===== src/rtl/sram_line_streamer_pkg.sv =====
// Shared definitions for the SRAM line streamer.
//   ch_state_e      : per-channel sequencing state (2 bits)
//   WPL / WIDX_W    : words per line and word-index width at the default
//                     240-bit line / 48-bit word geometry
//   LINE_BUF_DEPTH  : lines each channel may hold (buffered + in flight)
//   words_per_line / idx_width : helpers used when the modules are
//                     parametrised away from the defaults
package sram_line_streamer_pkg;

    typedef enum logic [1:0] {
        CH_IDLE  = 2'd0,
        CH_FETCH = 2'd1,
        CH_DRAIN = 2'd2,
        CH_DONE  = 2'd3
    } ch_state_e;

    localparam int DEF_LINE_W     = 240;
    localparam int DEF_WORD_W     = 48;
    localparam int WPL            = DEF_LINE_W / DEF_WORD_W;
    localparam int WIDX_W         = $clog2(WPL);
    localparam int LINE_BUF_DEPTH = 2;

    function automatic int words_per_line(input int line_w, input int word_w);
        return line_w / word_w;
    endfunction

    function automatic int idx_width(input int n);
        return (n <= 2) ? 1 : $clog2(n);
    endfunction

endpackage


===== src/rtl/sram_line_channel.sv =====
// One streaming channel: fetches a run of SRAM lines, holds up to two in a
// FIFO and emits each line as LSB-first words over valid/ready.
// Ports:
//   i_clk, i_rst_n        clock, async active-low reset
//   i_start               accepted start (already qualified by the top)
//   i_base, i_count       first line address, number of lines
//   i_all_done            every channel is in DONE; return to IDLE
//   o_state               current channel state
//   o_sram_re/o_sram_addr read request; data returns one cycle later
//   i_sram_rdata          line data
//   o_word/o_valid/o_last output word, valid, final word of final line
//   i_ready               consumer accepts
//
// state    | meaning
// ---------+--------------------------------------------
// CH_IDLE  | waiting for start
// CH_FETCH | issuing reads and draining words
// CH_DRAIN | all reads issued, buffered lines streaming
// CH_DONE  | finished, waiting for the other channels
module sram_line_channel
    import sram_line_streamer_pkg::*;
#(
    parameter int ADDR_W = 8,
    parameter int LINE_W = 240,
    parameter int WORD_W = 48
) (
    input  logic              i_clk,
    input  logic              i_rst_n,
    input  logic              i_start,
    input  logic [ADDR_W-1:0] i_base,
    input  logic [ADDR_W-1:0] i_count,
    input  logic              i_all_done,
    output ch_state_e         o_state,
    output logic              o_sram_re,
    output logic [ADDR_W-1:0] o_sram_addr,
    input  logic [LINE_W-1:0] i_sram_rdata,
    output logic [WORD_W-1:0] o_word,
    output logic              o_valid,
    input  logic              i_ready,
    output logic              o_last
);
    localparam int N_WORDS = words_per_line(LINE_W, WORD_W);
    localparam int IDX_W   = idx_width(N_WORDS);

    ch_state_e         r_state, w_state_nxt;
    logic [ADDR_W-1:0] r_addr, r_issue_left, r_lines_left;
    logic              r_inflight;
    logic [LINE_W-1:0] r_mem [LINE_BUF_DEPTH];
    logic              r_wptr, r_rptr;
    logic [1:0]        r_occ;
    logic [IDX_W-1:0]  r_widx;
    logic              w_re, w_push, w_pop, w_valid, w_word_end, w_last_line;
    logic [WORD_W-1:0] w_word;

    assign w_valid     = (r_occ != 2'd0);
    assign w_word_end  = (r_widx == IDX_W'(N_WORDS - 1));
    assign w_pop       = w_valid && i_ready && w_word_end;
    assign w_push      = r_inflight;
    // Head of the FIFO is the oldest unpopped line, so it is the final line
    // exactly when one line remains to be popped.
    assign w_last_line = (r_lines_left == ADDR_W'(1));

    always_comb begin
        w_state_nxt = r_state;
        // Buffered lines plus the read in flight must stay below the depth.
        w_re = (r_state == CH_FETCH) &&
               ((r_occ + {1'b0, r_inflight}) < 2'(LINE_BUF_DEPTH));
        unique case (r_state)
            CH_IDLE:  if (i_start) w_state_nxt = (i_count != '0) ? CH_FETCH : CH_DONE;
            CH_FETCH: if (w_re && (r_issue_left == ADDR_W'(1))) w_state_nxt = CH_DRAIN;
            CH_DRAIN: if (w_pop && w_last_line) w_state_nxt = CH_DONE;
            CH_DONE:  if (i_all_done) w_state_nxt = CH_IDLE;
            default:  w_state_nxt = CH_IDLE;
        endcase
    end

    always_ff @(posedge i_clk or negedge i_rst_n) begin
        if (!i_rst_n) begin
            r_state      <= CH_IDLE;
            r_addr       <= '0;
            r_issue_left <= '0;
            r_lines_left <= '0;
            r_inflight   <= 1'b0;
            r_wptr       <= 1'b0;
            r_rptr       <= 1'b0;
            r_occ        <= 2'd0;
            r_widx       <= '0;
        end else begin
            r_state    <= w_state_nxt;
            r_inflight <= w_re;
            if ((r_state == CH_IDLE) && i_start) begin
                r_addr       <= i_base;
                r_issue_left <= i_count;
                r_lines_left <= i_count;
            end else begin
                if (w_re) begin
                    r_addr       <= r_addr + ADDR_W'(1);
                    r_issue_left <= r_issue_left - ADDR_W'(1);
                end
                if (w_pop) r_lines_left <= r_lines_left - ADDR_W'(1);
            end
            if (w_push) r_wptr <= ~r_wptr;
            if (w_pop)  r_rptr <= ~r_rptr;
            case ({w_push, w_pop})
                2'b10:   r_occ <= r_occ + 2'd1;
                2'b01:   r_occ <= r_occ - 2'd1;
                default: r_occ <= r_occ;
            endcase
            if (w_valid && i_ready) r_widx <= w_word_end ? '0 : r_widx + IDX_W'(1);
        end
    end

    // Line storage needs no reset; nothing reads it while the FIFO is empty.
    always_ff @(posedge i_clk) begin
        if (w_push) r_mem[r_wptr] <= i_sram_rdata;
    end

    always_comb begin
        w_word = '0;
        for (int k = 0; k < N_WORDS; k++) begin
            if (r_widx == IDX_W'(k)) w_word = r_mem[r_rptr][k*WORD_W +: WORD_W];
        end
    end

    // All outputs come from registers only, so valid never follows ready.
    assign o_state     = r_state;
    assign o_sram_re   = w_re;
    assign o_sram_addr = r_addr;
    assign o_valid     = w_valid;
    assign o_word      = w_valid ? w_word : '0;
    assign o_last      = w_valid && w_word_end && w_last_line;

endmodule


===== src/rtl/sram_line_streamer.sv =====
// NUM_CH independent SRAM line streamers with shared start/busy/done.
// Ports:
//   i_clk, i_rst_n                 clock, async active-low reset
//   i_start                        one-cycle start; accepted only when all channels idle
//   i_base_addr, i_line_count      per-channel base/count, channel c at [c*ADDR_W +: ADDR_W]
//   o_sram_re, o_sram_addr         per-channel read request
//   i_sram_rdata                   per-channel line data, one cycle after o_sram_re
//   o_word_out, o_word_valid,
//   i_word_ready, o_word_last      per-channel word stream
//   o_busy                         run in progress
//   o_done                         one-cycle pulse when every channel has finished
module sram_line_streamer
    import sram_line_streamer_pkg::*;
#(
    parameter int NUM_CH = 2,
    parameter int ADDR_W = 8,
    parameter int LINE_W = 240,
    parameter int WORD_W = 48
) (
    input  logic                     i_clk,
    input  logic                     i_rst_n,
    input  logic                     i_start,
    input  logic [NUM_CH*ADDR_W-1:0] i_base_addr,
    input  logic [NUM_CH*ADDR_W-1:0] i_line_count,
    output logic [NUM_CH-1:0]        o_sram_re,
    output logic [NUM_CH*ADDR_W-1:0] o_sram_addr,
    input  logic [NUM_CH*LINE_W-1:0] i_sram_rdata,
    output logic [NUM_CH*WORD_W-1:0] o_word_out,
    output logic [NUM_CH-1:0]        o_word_valid,
    input  logic [NUM_CH-1:0]        i_word_ready,
    output logic [NUM_CH-1:0]        o_word_last,
    output logic                     o_busy,
    output logic                     o_done
);
    ch_state_e         w_state [NUM_CH];
    logic [NUM_CH-1:0] w_is_idle, w_is_done;
    logic              w_all_idle, w_all_done, w_start_acc;

    // Requiring every channel idle also drops a start in the done cycle,
    // when the channels are still in DONE.
    assign w_all_idle  = &w_is_idle;
    assign w_all_done  = &w_is_done;
    assign w_start_acc = i_start && w_all_idle;
    assign o_busy      = !w_all_idle && !w_all_done;
    assign o_done      = w_all_done;

    for (genvar c = 0; c < NUM_CH; c++) begin : g_ch
        assign w_is_idle[c] = (w_state[c] == CH_IDLE);
        assign w_is_done[c] = (w_state[c] == CH_DONE);

        sram_line_channel #(
            .ADDR_W (ADDR_W),
            .LINE_W (LINE_W),
            .WORD_W (WORD_W)
        ) u_ch (
            .i_clk        (i_clk),
            .i_rst_n      (i_rst_n),
            .i_start      (w_start_acc),
            .i_base       (i_base_addr[c*ADDR_W +: ADDR_W]),
            .i_count      (i_line_count[c*ADDR_W +: ADDR_W]),
            .i_all_done   (w_all_done),
            .o_state      (w_state[c]),
            .o_sram_re    (o_sram_re[c]),
            .o_sram_addr  (o_sram_addr[c*ADDR_W +: ADDR_W]),
            .i_sram_rdata (i_sram_rdata[c*LINE_W +: LINE_W]),
            .o_word       (o_word_out[c*WORD_W +: WORD_W]),
            .o_valid      (o_word_valid[c]),
            .i_ready      (i_word_ready[c]),
            .o_last       (o_word_last[c])
        );
    end

endmodule


===== config.mk =====
export PLATFORM = sky130hd
export DESIGN_NAME = sram_line_streamer
export DESIGN_NICKNAME = d
export VERILOG_FILES = /design/src/rtl/sram_line_streamer_pkg.sv /design/src/rtl/sram_line_channel.sv /design/src/rtl/sram_line_streamer.sv
export SDC_FILE = /design/constraint.sdc
export NUM_CORES = 1
export LEC_CHECK = 0
export BUFFER_PORTS_ARGS = -buffer_cell sky130_fd_sc_hd__clkbuf_2
export CAP_MARGIN = 20
export CORE_ASPECT_RATIO = 1.5
export CORE_MARGIN = 10
export CORE_UTILIZATION = 40
export DETAILED_ROUTE_END_ITERATION = 8
export REMOVE_ABC_BUFFERS = 1
export SLEW_MARGIN = 20
export SYNTH_ARGS = -nofsm -noshare
export SYNTH_HDL_FRONTEND = slang
export SYNTH_SLANG_ARGS = --single-unit

===== constraint.sdc =====
create_clock -name i_clk -period 13.27 [get_ports i_clk]
set_input_delay 0.6635 -clock i_clk [delete_from_list [all_inputs] [get_ports i_clk]]
set_output_delay 0.6635 -clock i_clk [all_outputs]
set_load 0.01 [all_outputs]

; After elaboration in Yosys (flattened, before gate mapping)
; Memories as Yosys holds them, arrays and structs flattened.
; Cells that the tools add are included.
[op_classes]
addsub = 14
mul = 0
n_div = 0
magnitude_cmp = 2
eq_ne = 30
shift = 0
mux = 43
bitwise_logic = 4
reduce_logical = 38
[ops]
columns = operator, count
row1 = 48-bit two-way mux, 12
row2 = 8-bit two-way mux, 12
row3 = "8-bit by 1-bit == test with 1-bit output, second input constant", 4
row4 = "8-bit by 1-bit subtractor with 8-bit output, second input constant", 4
row5 = 1-bit logical AND, 18
row6 = 2-bit two-way mux, 9
row7 = "8-bit by 1-bit adder with 8-bit output, second input constant", 2
row8 = 2-bit one-hot mux with 4 select lines, 2
row9 = 2-bit nonzero test, 8
row10 = 8-bit nonzero test, 2
row11 = "2-bit == test, second input constant", 6
row12 = "3-bit by 2-bit == test with 1-bit output, second input constant", 4
row13 = "2-bit by 1-bit != test with 1-bit output, second input constant", 6
row14 = "2-bit by 1-bit == test with 1-bit output, second input constant", 4
row15 = 2-bit one-hot mux with 2 select lines, 2
row16 = 4-bit AND reduction, 2
row17 = "3-bit by 1-bit adder with 3-bit output, second input constant", 2
row18 = "3-bit by 1-bit == test with 1-bit output, second input constant", 2
row19 = "3-bit == test, second input constant", 2
row20 = 3-bit logical NOT, 2
row21 = 3-bit two-way mux, 2
row22 = 2-bit by 1-bit adder with 2-bit output, 2
row23 = "2-bit by 1-bit adder with 2-bit output, second input constant", 2
row24 = 2-bit logical NOT, 2
row25 = 7 further kinds, 18
[word_totals]
ff_bits = 68
latch_bits = 0
ramBits = 960
rom_bits = 0
in_bits = 517
out_inout_bits = 120
word_cells = 151
mem_count = 2
[mem_list]
columns = name, depth, word_bits, rd, rd_ports_with_merged_regs, write_ports, line_no
row1 = g_ch[0].u_ch.r_mem, 2, 240, 1, 0, 1, sram_line_channel.sv:48  ; logic [LINE_W-1:0] r_mem [LINE_BUF_DEPTH];
row2 = g_ch[1].u_ch.r_mem, 2, 240, 1, 0, 1, sram_line_channel.sv:48

; Depth between registers and ports, before layout
; Gate-level depths: netlist (run 1).
[depth]
ltp_word = 7
depth_mapped = 9
ltp_nobuf = 8

; Cells and area by module
; From an unflattened synthesis (run 1), not the netlist that was laid out.
[hier_totals]
cells_unflattened = 2494
hier_area_um2 = 41456.0
[by_module_without_submodules]
columns = mod, instances, cells_per_inst, area_each_um2, seq_area_each_um2
row1 = sram_line_channel at g_ch[0].u_ch, 1, 1242, 20767.4, 15264.6
row2 = sram_line_channel at g_ch[1].u_ch, 1, 1248, 20656.1, 15264.6
row3 = sram_line_streamer, 1, 4, 32.5, 0.0

; Worst setup path after synthesis (run 1)
; No wires, ideal clock.
[synth_path]
path_type = register to register
start = register g_ch[1].u_ch.r_inflight
end = memory g_ch[1].u_ch.r_mem[0][0], enable pin
setup_time_ns = 0.844
arrival_time_ns = 10.385
required_ns = 12.426
setup_slack_ns = 2.041
stages_incl_launch_ff = 3
path_buffers = 0
period_less_slack_ns = 11.229
path_cell_list = dfrtp_1 > inv_1 > nor2_1
[synth_between]
elab_chain_len = 2
[synth_lines]
columns = item, line_no
row1 = start: declaration, sram_line_channel.sv:47  ; logic r_inflight;
row2 = start signal: assignment, sram_line_channel.sv:90  ; r_inflight <= w_re;
row3 = 1-bit two-way mux, sram_line_channel.sv:115  ; if (w_push) r_mem[r_wptr] <= i_sram_rdata;
row4 = 1-bit two-way mux (not written as such), sram_line_channel.sv:115
row5 = end: declaration, sram_line_channel.sv:48
; No other way between the ends.

; Worst setup path in the final report (run 1)
[layout_path]
start = register g_ch[1].u_ch.r_rptr
end = output port o_word_out[91]
[layout_between]
elab_chain_len = 7
[layout_lines]
columns = item, line_no
row1 = start: declaration, sram_line_channel.sv:49  ; logic r_wptr, r_rptr;
row2 = start signal: assignment, sram_line_channel.sv:103  ; if (w_pop) r_rptr <= ~r_rptr;
row3 = memory 2 x 240 bit *, -
row4 = 48-bit two-way mux (4 in a row), sram_line_channel.sv:121  ; if (r_widx == IDX_W'(k)) w_word = r_mem[r_rptr][k*WORD_W +: WORD_W];
row5 = 48-bit two-way mux *, sram_line_channel.sv:121
row6 = 48-bit two-way mux *, sram_line_channel.sv:130  ; assign o_word = w_valid ? w_word : '0;
row7 = end: declaration, sram_line_streamer.sv:28  ; output logic [NUM_CH*WORD_W-1:0] o_word_out,
; Every way passes the cells marked *; elsewhere a longest branch is shown, timed or not.

==> results of run 1 <==
[cells in the final DEF, fill, tap and decap left out, drive strengths merged, types with 31 or more instances in the layout]
master and n:
o221ai 96, clkinv 34, nor2 34, dfrtp 68
edfxtp 960, and3 103, a21oi 134, buf 31
nand2 126, mux2 193, mux2i 291, clkbuf 763
o21ai 209
[power by group through the flow]
stage / sequential (uW) / combinational [uW] / clock (uW)
5_1_grt: 3700 / 3150 / 2890
3_3_place_gp: 3760 / 2910 / 0
3_5_place_dp: 3760 / 2920 / 0
4_1_cts: 3690 / 2940 / 2750
2_1_floorplan: 3920 / 2050 / 0
6_report: 3690 / 2870 / 2680
[metrics by stage]
stage           util  setup WS [ns]  total power [uW]  cell area (um^2)  cells
2_1_floorplan      -           2.04              5970             41000   2407
3_3_place_gp   0.448           8.18              6670             46200   4459
3_5_place_dp   0.448           8.17              6690             46200   4459
4_1_cts        0.478           7.40              9380             49300   4635
5_1_grt        0.479           7.18              9740             49300   4648
6_report       0.479           7.54              9250             49400   4658
[metal layers]
metal | global-route usage | vias up | wire [um]
met5 | 0 | - | 434
met2 | 0.292 | 752 | 52300
met1 | 0.218 | 12100 | 43800
met3 | 0.0625 | 180 | 9190
li1 | - | 11200 | -
met4 | 0.0590 | 62 | 2430
[area by class of cell]
type                    instances  area (um^2)
fillers                      9040        53700
flip-flops and latches       1028        30500
multi-input cells            1353        10400
repair buffers                666         3480
clock buffers                 128         2540
well taps                    1387         1740
clock inverters                48          504
inverters                      26         97.6
diodes                         22         55.1
[kinds of logic after synthesis]
family | count (synthesis)
AOI/OAI and AO/OA | 463
xor gates and xnor gates | 51
muxes | 484
adders and majority gates | 30
and+or+nand+nor | 325
buffers and inverters | 193
DFF | 1028
[worst paths after layout]
| check | start | end | slack (ns) |
|---|---|---|---|
| min in group asynchronous | i_rst_n | g_ch[0].u_ch.r_lines_left[4] | 0.16 |
| worst min-delay path | i_sram_rdata[73] | g_ch[0].u_ch.r_mem[1][73] | 0.13 |
| worst min register to register | g_ch[0].u_ch.r_wptr | g_ch[0].u_ch.r_wptr | 0.54 |
| worst max-delay path | g_ch[1].u_ch.r_rptr | o_word_out[91] | 7.54 |
| max in group asynchronous | i_rst_n | g_ch[1].u_ch.r_rptr | 12.37 |
| worst max register to register | g_ch[0].u_ch.r_inflight | g_ch[0].u_ch.r_mem[1][179] | 9.18 |
[registers in the layout (all words and copies together), names as in the netlist]
name,cells
g_ch.u_ch.r_rptr,2
g_ch.u_ch.r_wptr,2
g_ch.u_ch.r_lines_left,16
g_ch.u_ch.r_issue_left,16
g_ch.u_ch.r_mem,960
g_ch.u_ch.r_inflight,2
g_ch.u_ch.r_occ,4
g_ch.u_ch.o_sram_addr,16
g_ch.u_ch.o_state,4
g_ch.u_ch.r_widx,6
[worst reg2reg max path, stage by stage (launching register included)]
cell,delay (ns)
dfrtp_1,0.43
and2_4,0.59
buf_4,0.73
buf_4,0.93
buf_4,0.98
==> results.py, run 1 <==
metrics = {
    "sta": {
        "slew_headroom": 0.208,
        "report.final.slew_viol_count": 0,
        "period_needed_ns": 5.73,
        "tightest_slew_ns": 1.19,
        "fin_worst_skew_ns": 0.0425,
        "setup_viol": 0,
        "tns_ns": 0,
        "fmax_mhz": 174,
        "worst_hold_slack_ns": 0.133,
        "finalCritPeriodShare": 0.432,
        "hold_violations": 0,
        "rsz0062_at_grt": "no",
    },
    "power": {
        "ir_drop_mv": 0.147,
        "p_per_area_nw_per_um2": 187,
        "clkPwrFrac": 0.290,
        "seq_power_share": 0.399,
        "comb_power_share": 0.311,
        "internal_power_uw": 6260,
        "p_leak_uw": 0.0179,
        "switching_share": 0.323,
        "p_sw_uw": 2990,
    },
    "drt": {
        "via_per_inst": 5.22,
        "wl_per_cell_um": 23.2,
        "initialDrtViolationCount": 1801,
        "drt-pass1-iter-count": 5,
        "via_count": 24300,
        "drtAntennaViolNets": 0,
        "drc_errors": 0,
        "routed_wl_mm": 108,
    },
    "synthesis": {
        "synth_edf_count": 960,
        "synthFlopType": "edfxtp_1",
        "yosysSeqAreaShare": 0.733,
        "synth_most_common_cell": "edfxtp_1",
        "synth_compound_area_frac": 0.0666,
        "synthAdderAreaFrac": 0.00901,
        "synth-simple-area-share": 0.0394,
        "synth.cell_area_um2": 41700,
        "synthXorXnorAreaFrac": 0.0107,
        "ys_top_cells_by_count": "edfxtp_1 (960), mux2i_1 (291), o21ai_0 (207), mux2_2 (193), a21oi_1 (134)",
        "syn-instance-count": 2574,
        "async_flop_share": 0.0661,
        "syn_avg_cell_area_um2": 16.2,
        "synth_top_family_by_area": "multiplexers",
        "synthMuxAreaShare": 0.122,
        "ys_warn_count": 0,
        "ys_ff_latch": 1028,
        "synthTopCellsByArea": "edfxtp_1 (69%), mux2i_1 (7.0%), mux2_2 (5.2%)",
        "synth_cell_type_count": 50,
        "yosysTopAreaCell": "edfxtp_1",
        "synth.top_cell.area_share": 0.692,
    },
    "critical_path": {
        "path_cells": "buf_4 -> buf_4 -> buf_4 -> mux2i_1 -> o221ai_1 -> o21ai_0 -> o21ai_0 -> and3_1 -> clkbuf_2",
        "cp.buffers_inverters": 4,
        "critical_path.top_delay_family": "buffers and inverters",
        "cp-end-kind": "output pin",
        "path_depth": 9,
        "start_kind": "register",
        "required_ns": 12.61,
        "worst_r2r_path_depth": 4,
        "cp_max_fo": 65,
        "cpPeakStageDelay_ns": 0.92,
        "crit_type": "register to output pin",
        "cp.arrival_ns": 5.07,
        "crit_top_cell": "buf_4",
        "cp_slowest_cell": "buf_4",
    },
    "floorplanning": {
        "core_um2": 103000,
        "die_h_um": 415,
        "dieArea_um2": 118000,
        "die_x_um": 284,
        "row_count": 144,
        "initial_core_util": 0.404,
        "ios": 637,
    },
    "finish": {
        "fin_nets": 3719,
        "layout-drive-gt1-share": 0.312,
        "syn_to_final_growth_pct": 18.5,
    },
    "run_status": {
        "status": "complete, no violations",
    },
    "global_route": {
        "grt_pass1_wl_mm": 159,
        "grt_max_degree": 174,
        "grt_pass1_vias": 25000,
        "overflow": 0,
        "grt.total_usage": 0.178,
        "antenna_found_initial": 49,
    },
    "hold_path": {
        "worstHoldPathCells": 1,
        "min_path_type": "input pin to register",
    },
    "clock_network": {
        "htreeDepth": 3,
        "clock_latency_ns": 0.71,
        "cts.sinks": 1028,
        "cts_tree": "built",
        "cts_setup_buffers": 0,
        "root_buffer": "clkbuf_16",
        "clock_path_buffers": 3,
        "cts_buffers": 97,
        "cts_hold_buf": 0,
        "cts_resized": 0,
        "clkTransAtPathRegs_ns": 0.07,
    },
    "placed_design": {
        "place.gp.congestion": 0.778,
        "dpl.hpwl_mm": 70.4,
        "numPortBuffers": 636,
    },
    "flow_run": {
        "cap_violations": 0,
    },
}
Note: power is estimated with default switching activity, not from simulation.
==> inputs of run 2 (changes only) <==
==> constraint.sdc (replaced) <==
create_clock -name i_clk -period 4.9 [get_ports i_clk]
set_input_delay 0.245 -clock i_clk [delete_from_list [all_inputs] [get_ports i_clk]]
set_output_delay 0.245 -clock i_clk [all_outputs]
set_load 0.01 [all_outputs]
==> results.py, run 2 (same netlist as run 1, synthesis figures left out) <==
metrics = {
    "floorplanning": {
        "row_count": 144,
        "die_x_um": 284,
        "die_h_um": 415,
        "initial_core_util": 0.404,
        "core_um2": 103000,
        "dieArea_um2": 118000,
        "ios": 637,
    },
    "power": {
        "p_leak_uw": 0.0203,
        "ir_drop_mv": 0.389,
        "p_per_area_nw_per_um2": 476,
    },
    "drt": {
        "wl_per_cell_um": 22.5,
        "drt-pass1-iter-count": 5,
        "routed_wl_mm": 117,
        "drtAntennaViolNets": 0,
        "initialDrtViolationCount": 2088,
        "via_per_inst": 5.16,
        "drc_errors": 0,
        "via_count": 26900,
    },
    "sta": {
        "fin_worst_skew_ns": 0.0257,
        "finalCritPeriodShare": 0.795,
        "setup_slack_ns": 1.01,
        "slew_headroom": 0.326,
        "rsz0062_at_grt": "no",
        "period_needed_ns": 3.89,
        "setup_viol": 0,
        "hold_violations": 0,
        "tightest_slew_ns": 1.01,
        "worst_hold_slack_ns": 0.268,
        "fmax_mhz": 257,
        "report.final.slew_viol_count": 0,
    },
    "flow_run": {
        "cap_violations": 0,
    },
    "placed_design": {
        "dpl.hpwl_mm": 75.7,
        "place_ws_ns": 1.77,
        "numPortBuffers": 636,
        "place.gp.congestion": 0.805,
    },
    "global_route": {
        "grt_pass1_wl_mm": 176,
        "grt_max_degree": 106,
        "antenna_found_initial": 34,
        "grt_pass1_vias": 28400,
        "grt.total_usage": 0.194,
        "overflow": 0,
    },
    "critical_path": {
        "cp-end-kind": "output pin",
        "required_ns": 4.66,
        "start_kind": "register",
        "crit_type": "register to output pin",
        "crit_top_cell": "o21ai_0",
        "cp.arrival_ns": 3.65,
        "cpPeakStageDelay_ns": 0.66,
        "cp.buffers_inverters": 3,
        "cp_slowest_cell": "or3b_2",
        "cp_max_fo": 36,
        "path_cells": "inv_1 -> ha_1 -> or3b_2 -> buf_4 -> o221ai_1 -> o21ai_0 -> o21ai_0 -> and3_1 -> clkbuf_2",
        "critical_path.top_delay_family": "simple AND/OR/NAND/NOR gates",
    },
    "finish": {
        "layout-drive-gt1-share": 0.278,
        "top_register": "g_ch.u_ch.r_mem",
        "regArea_um2": 30500,
        "final_common_cell": "edfxtp_1",
        "fin_nets": 4264,
        "multiInputGateArea_um2": 10400,
        "largest_reg_flops": 960,
        "final_cell_mix": "edfxtp_1 (960), clkbuf_2 (635), dlygate4sd3_1 (516)",
        "nFillCells": 8379,
        "syn_to_final_growth_pct": 32.3,
    },
    "clock_network": {
        "cts.sinks": 1028,
        "clock_latency_ns": 0.70,
        "clock_path_buffers": 3,
        "cts_resized": 0,
        "cts_hold_buf": 516,
        "cts_buffers": 99,
        "cts_tree": "built",
        "htreeDepth": 3,
        "cts_setup_buffers": 0,
        "root_buffer": "clkbuf_16",
        "clkTransAtPathRegs_ns": 0.07,
    },
    "hold_path": {
        "min_path_type": "input pin to register",
    },
    "run_status": {
        "status": "complete, no violations",
    },
}
[run 2: cell count changes in the layout (fill, tap and decap cells not counted), moves of 4 or more]
cell,previous run,this run
dlygate4sd3_1,0,516
buf_12,4,12
clkinvlp_4,4,9
bufinv_16,6,14
clkbuf_1,31,21
buf_4,25,45
diode_2,22,26
[run 2: worst paths after layout]
kind,from,to,slack (ns),cells after the start
max,g_ch[1].u_ch.r_widx[0],o_word_out[63],1.01,9
min,i_sram_rdata[401],g_ch[1].u_ch.r_mem[0][161],0.27,2
max reg2reg,g_ch[1].u_ch.r_widx[0],g_ch[1].u_ch.r_lines_left[4],2.52,7
min reg2reg,g_ch[1].u_ch.r_inflight,g_ch[1].u_ch.r_wptr,0.54,1
max in group asynchronous,i_rst_n,g_ch[1].u_ch.r_rptr,3.87,3
min in group asynchronous,i_rst_n,g_ch[0].u_ch.o_sram_addr[6],0.30,3
[run 2: cell type report]
type	count	share of cell area
Timing Repair Buffer	1209	0.162
Antenna cell	26	0.00118
Multi-Input combinational cell	1353	0.189
Tap cell	1387	0.0315
Clock inverter	65	0.0143
Sequential cell	1028	0.554
Inverter	26	0.00177
Clock buffer	120	0.0464
[run 2: layer usage]
| layer | GRT usage | vias up | part of all wire |
|---|---|---|---|
| li1 | - | 12400 | - |
| met1 | 0.237 | 13400 | 0.40 |
| met2 | 0.329 | 1000 | 0.50 |
| met3 | 0.0509 | 167 | 0.074 |
| met4 | 0.0664 | 24 | 0.024 |
| met5 | 0 | - | 0.0013 |
[run 2: power breakdown]
group / internal [uW] / switching [uW] / leakage (uW)
registers: 9700 / 318 / 0.00935
clock network: 4490 / 3370 / 0.00160
logic: 3610 / 4760 / 0.00937
[run 2: stage by stage]
stage	TNS (ns)	total power (uW)	util	cell area, um^2	std cells
floorplan	-4092.63	15400	-	41000	2407
global placement	0	18200	0.452	46500	4487
detailed placement	0	18200	0.452	46500	4487
CTS	0	26500	0.534	55000	5188
global route	0	27500	0.535	55100	5206
finish	0	26200	0.535	55100	5214
==> inputs of run 3 (changes only) <==
==> constraint.sdc (replaced) <==
create_clock -name i_clk -period 4 [get_ports i_clk]
set_input_delay 0.2 -clock i_clk [delete_from_list [all_inputs] [get_ports i_clk]]
set_output_delay 0.2 -clock i_clk [all_outputs]
set_load 0.01 [all_outputs]
==> results.py, run 3 (same netlist as run 1, synthesis figures left out) <==
metrics = {
    "floorplanning": {
        "row_count": 144,
        "die_x_um": 284,
        "ios": 637,
        "dieArea_um2": 118000,
        "initial_core_util": 0.404,
        "core_um2": 103000,
        "die_h_um": 415,
    },
    "finish": {
        "largest_reg_flops": 960,
        "final_common_cell": "edfxtp_1",
        "finish.instance_area_um2": 55500,
        "top_register": "g_ch.u_ch.r_mem",
        "fin_nets": 4292,
        "layout-drive-gt1-share": 0.283,
        "final_cell_mix": "edfxtp_1 (960), clkbuf_2 (635), dlygate4sd3_1 (519)",
        "syn_to_final_growth_pct": 33.1,
    },
    "hold_path": {
        "worstHoldStart": "i_sram_rdata[12]",
        "min_path_type": "input pin to register",
    },
    "clock_network": {
        "htreeDepth": 3,
        "cts_setup_buffers": 0,
        "cts_buffers": 99,
        "root_buffer": "clkbuf_16",
        "clock_latency_ns": 0.70,
        "cts.sinks": 1028,
        "clkTransAtPathRegs_ns": 0.07,
        "clock_path_buffers": 3,
        "cts_tree": "built",
        "cts_hold_buf": 519,
        "cts_resized": 0,
    },
    "critical_path": {
        "cpPeakStageDelay_ns": 0.79,
        "crit_path_start": "g_ch[0].u_ch.r_widx[0]",
        "cp_max_fo": 25,
        "critical_path.top_delay_family": "simple AND/OR/NAND/NOR gates",
        "path_cells": "inv_1 -> ha_1 -> or3b_2 -> buf_4 -> o221ai_1 -> o21ai_0 -> o21ai_0 -> and3_1 -> clkbuf_2",
        "cp.arrival_ns": 3.53,
        "start_kind": "register",
        "crit_type": "register to output pin",
        "required_ns": 3.80,
        "cp.buffers_inverters": 3,
        "cp_slowest_cell": "or3b_2",
        "crit_top_cell": "o21ai_0",
        "r2r_start": "g_ch[0].u_ch.o_state[0]",
        "cp-end-kind": "output pin",
    },
    "placed_design": {
        "dpl.hpwl_mm": 79.1,
        "place_area_um2": 46800,
        "numPortBuffers": 636,
        "place.gp.congestion": 0.818,
    },
    "global_route": {
        "grt_max_degree": 93,
        "antenna_found_initial": 29,
        "grt.total_usage": 0.196,
        "grt_pass1_vias": 28700,
        "overflow": 0,
        "grt_pass1_wl_mm": 178,
    },
    "sta": {
        "rsz0062_at_grt": "no",
        "fmax_mhz": 268,
        "tns_ns": 0,
        "tightest_slew_ns": 1.02,
        "report.final.slew_viol_count": 0,
        "finalCritPeriodShare": 0.933,
        "setup_viol": 0,
        "slew_headroom": 0.319,
        "hold_violations": 0,
        "period_needed_ns": 3.73,
        "fin_worst_skew_ns": 0.0381,
    },
    "drt": {
        "drt-pass1-iter-count": 5,
        "via_count": 26900,
        "wl_per_cell_um": 22.6,
        "via_per_inst": 5.13,
        "initialDrtViolationCount": 2068,
        "drtAntennaViolNets": 0,
        "drc_errors": 0,
        "routed_wl_mm": 118,
    },
    "power": {
        "p_leak_uw": 0.0205,
        "p_total_uw": 32400,
        "p_per_area_nw_per_um2": 585,
        "ir_drop_mv": 0.653,
    },
    "flow_run": {
        "cap_violations": 0,
    },
    "run_status": {
        "status": "complete, no violations",
    },
}
[run 3: changes by cell type in the layout (fill, tap and decap cells not counted), moves of 2 or more]
cell / change
buf_4: +18
clkbuf_1: -4
bufinv_16: +3
clkinv_2: +2
diode_2: -5
dlygate4sd3_1: +3
buf_12: +7
clkinvlp_4: -5
[run 3: layout make-up]
cell class / instances / area [um^2]
Clock buffer: 118 / 2580
Clock inverter: 63 / 827
Sequential cell: 1028 / 30500
Multi-Input combinational cell: 1353 / 10400
Inverter: 26 / 97.6
Fill cell: 8326 / 47600
Timing Repair Buffer: 1237 / 9230
Antenna cell: 21 / 52.6
Tap cell: 1387 / 1740
[run 3: final timing paths]
kind / end / slack [ns] / cells past startpoint
setup / recovery: o_word_out[43] / 0.27 / 9
hold / removal: g_ch[0].u_ch.r_mem[1][12] / 0.22 / 2
setup reg to reg: g_ch[0].u_ch.r_lines_left[2] / 1.37 / 7
hold reg to reg: g_ch[1].u_ch.r_wptr / 0.53 / 1
max in group asynchronous: g_ch[0].u_ch.r_lines_left[6] / 2.34 / 4
min in group asynchronous: g_ch[1].u_ch.o_sram_addr[5] / 0.52 / 3
[run 3: power by group]
part	internal (uW)	switching, uW	leakage [uW]
Sequential	11900	280	0.00935
Combinational	4520	5930	0.00954
Clock	5730	4090	0.00165
Total	22100	10300	0.0205
[run 3: worst register-to-register path, delay by kind of cell, from the launching register on]
family | cells | cell delay (ns)
AOI/OAI and AO/OA | 1 | 0.06
buffers and inverters | 3 | 1.06
and+or+nand+nor | 2 | 0.63
adders and majority gates | 1 | 0.35
DFF | 1 | 0.40
[run 3: metrics by stage]
step	setup slack (ns)	util	hold slack, ns	instances
2_1_floorplan	-7.23	-	-0.0956	2407
3_3_place_gp	0.929	0.454	0.218	4512
3_5_place_dp	0.922	0.454	0.218	4512
4_1_cts	0.131	0.538	0.168	5212
5_1_grt	0.0419	0.538	0.204	5223
6_report	0.269	0.538	0.222	5233
[run 3: routing by layer]
| metal | track usage | up-vias | wire [um] |
|---|---|---|---|
| li1 | - | 12400 | - |
| met1 | 0.236 | 13300 | 47000 |
| met2 | 0.338 | 981 | 59400 |
| met3 | 0.0502 | 190 | 8730 |
| met4 | 0.0665 | 28 | 3080 |
| met5 | 0 | - | 184 |
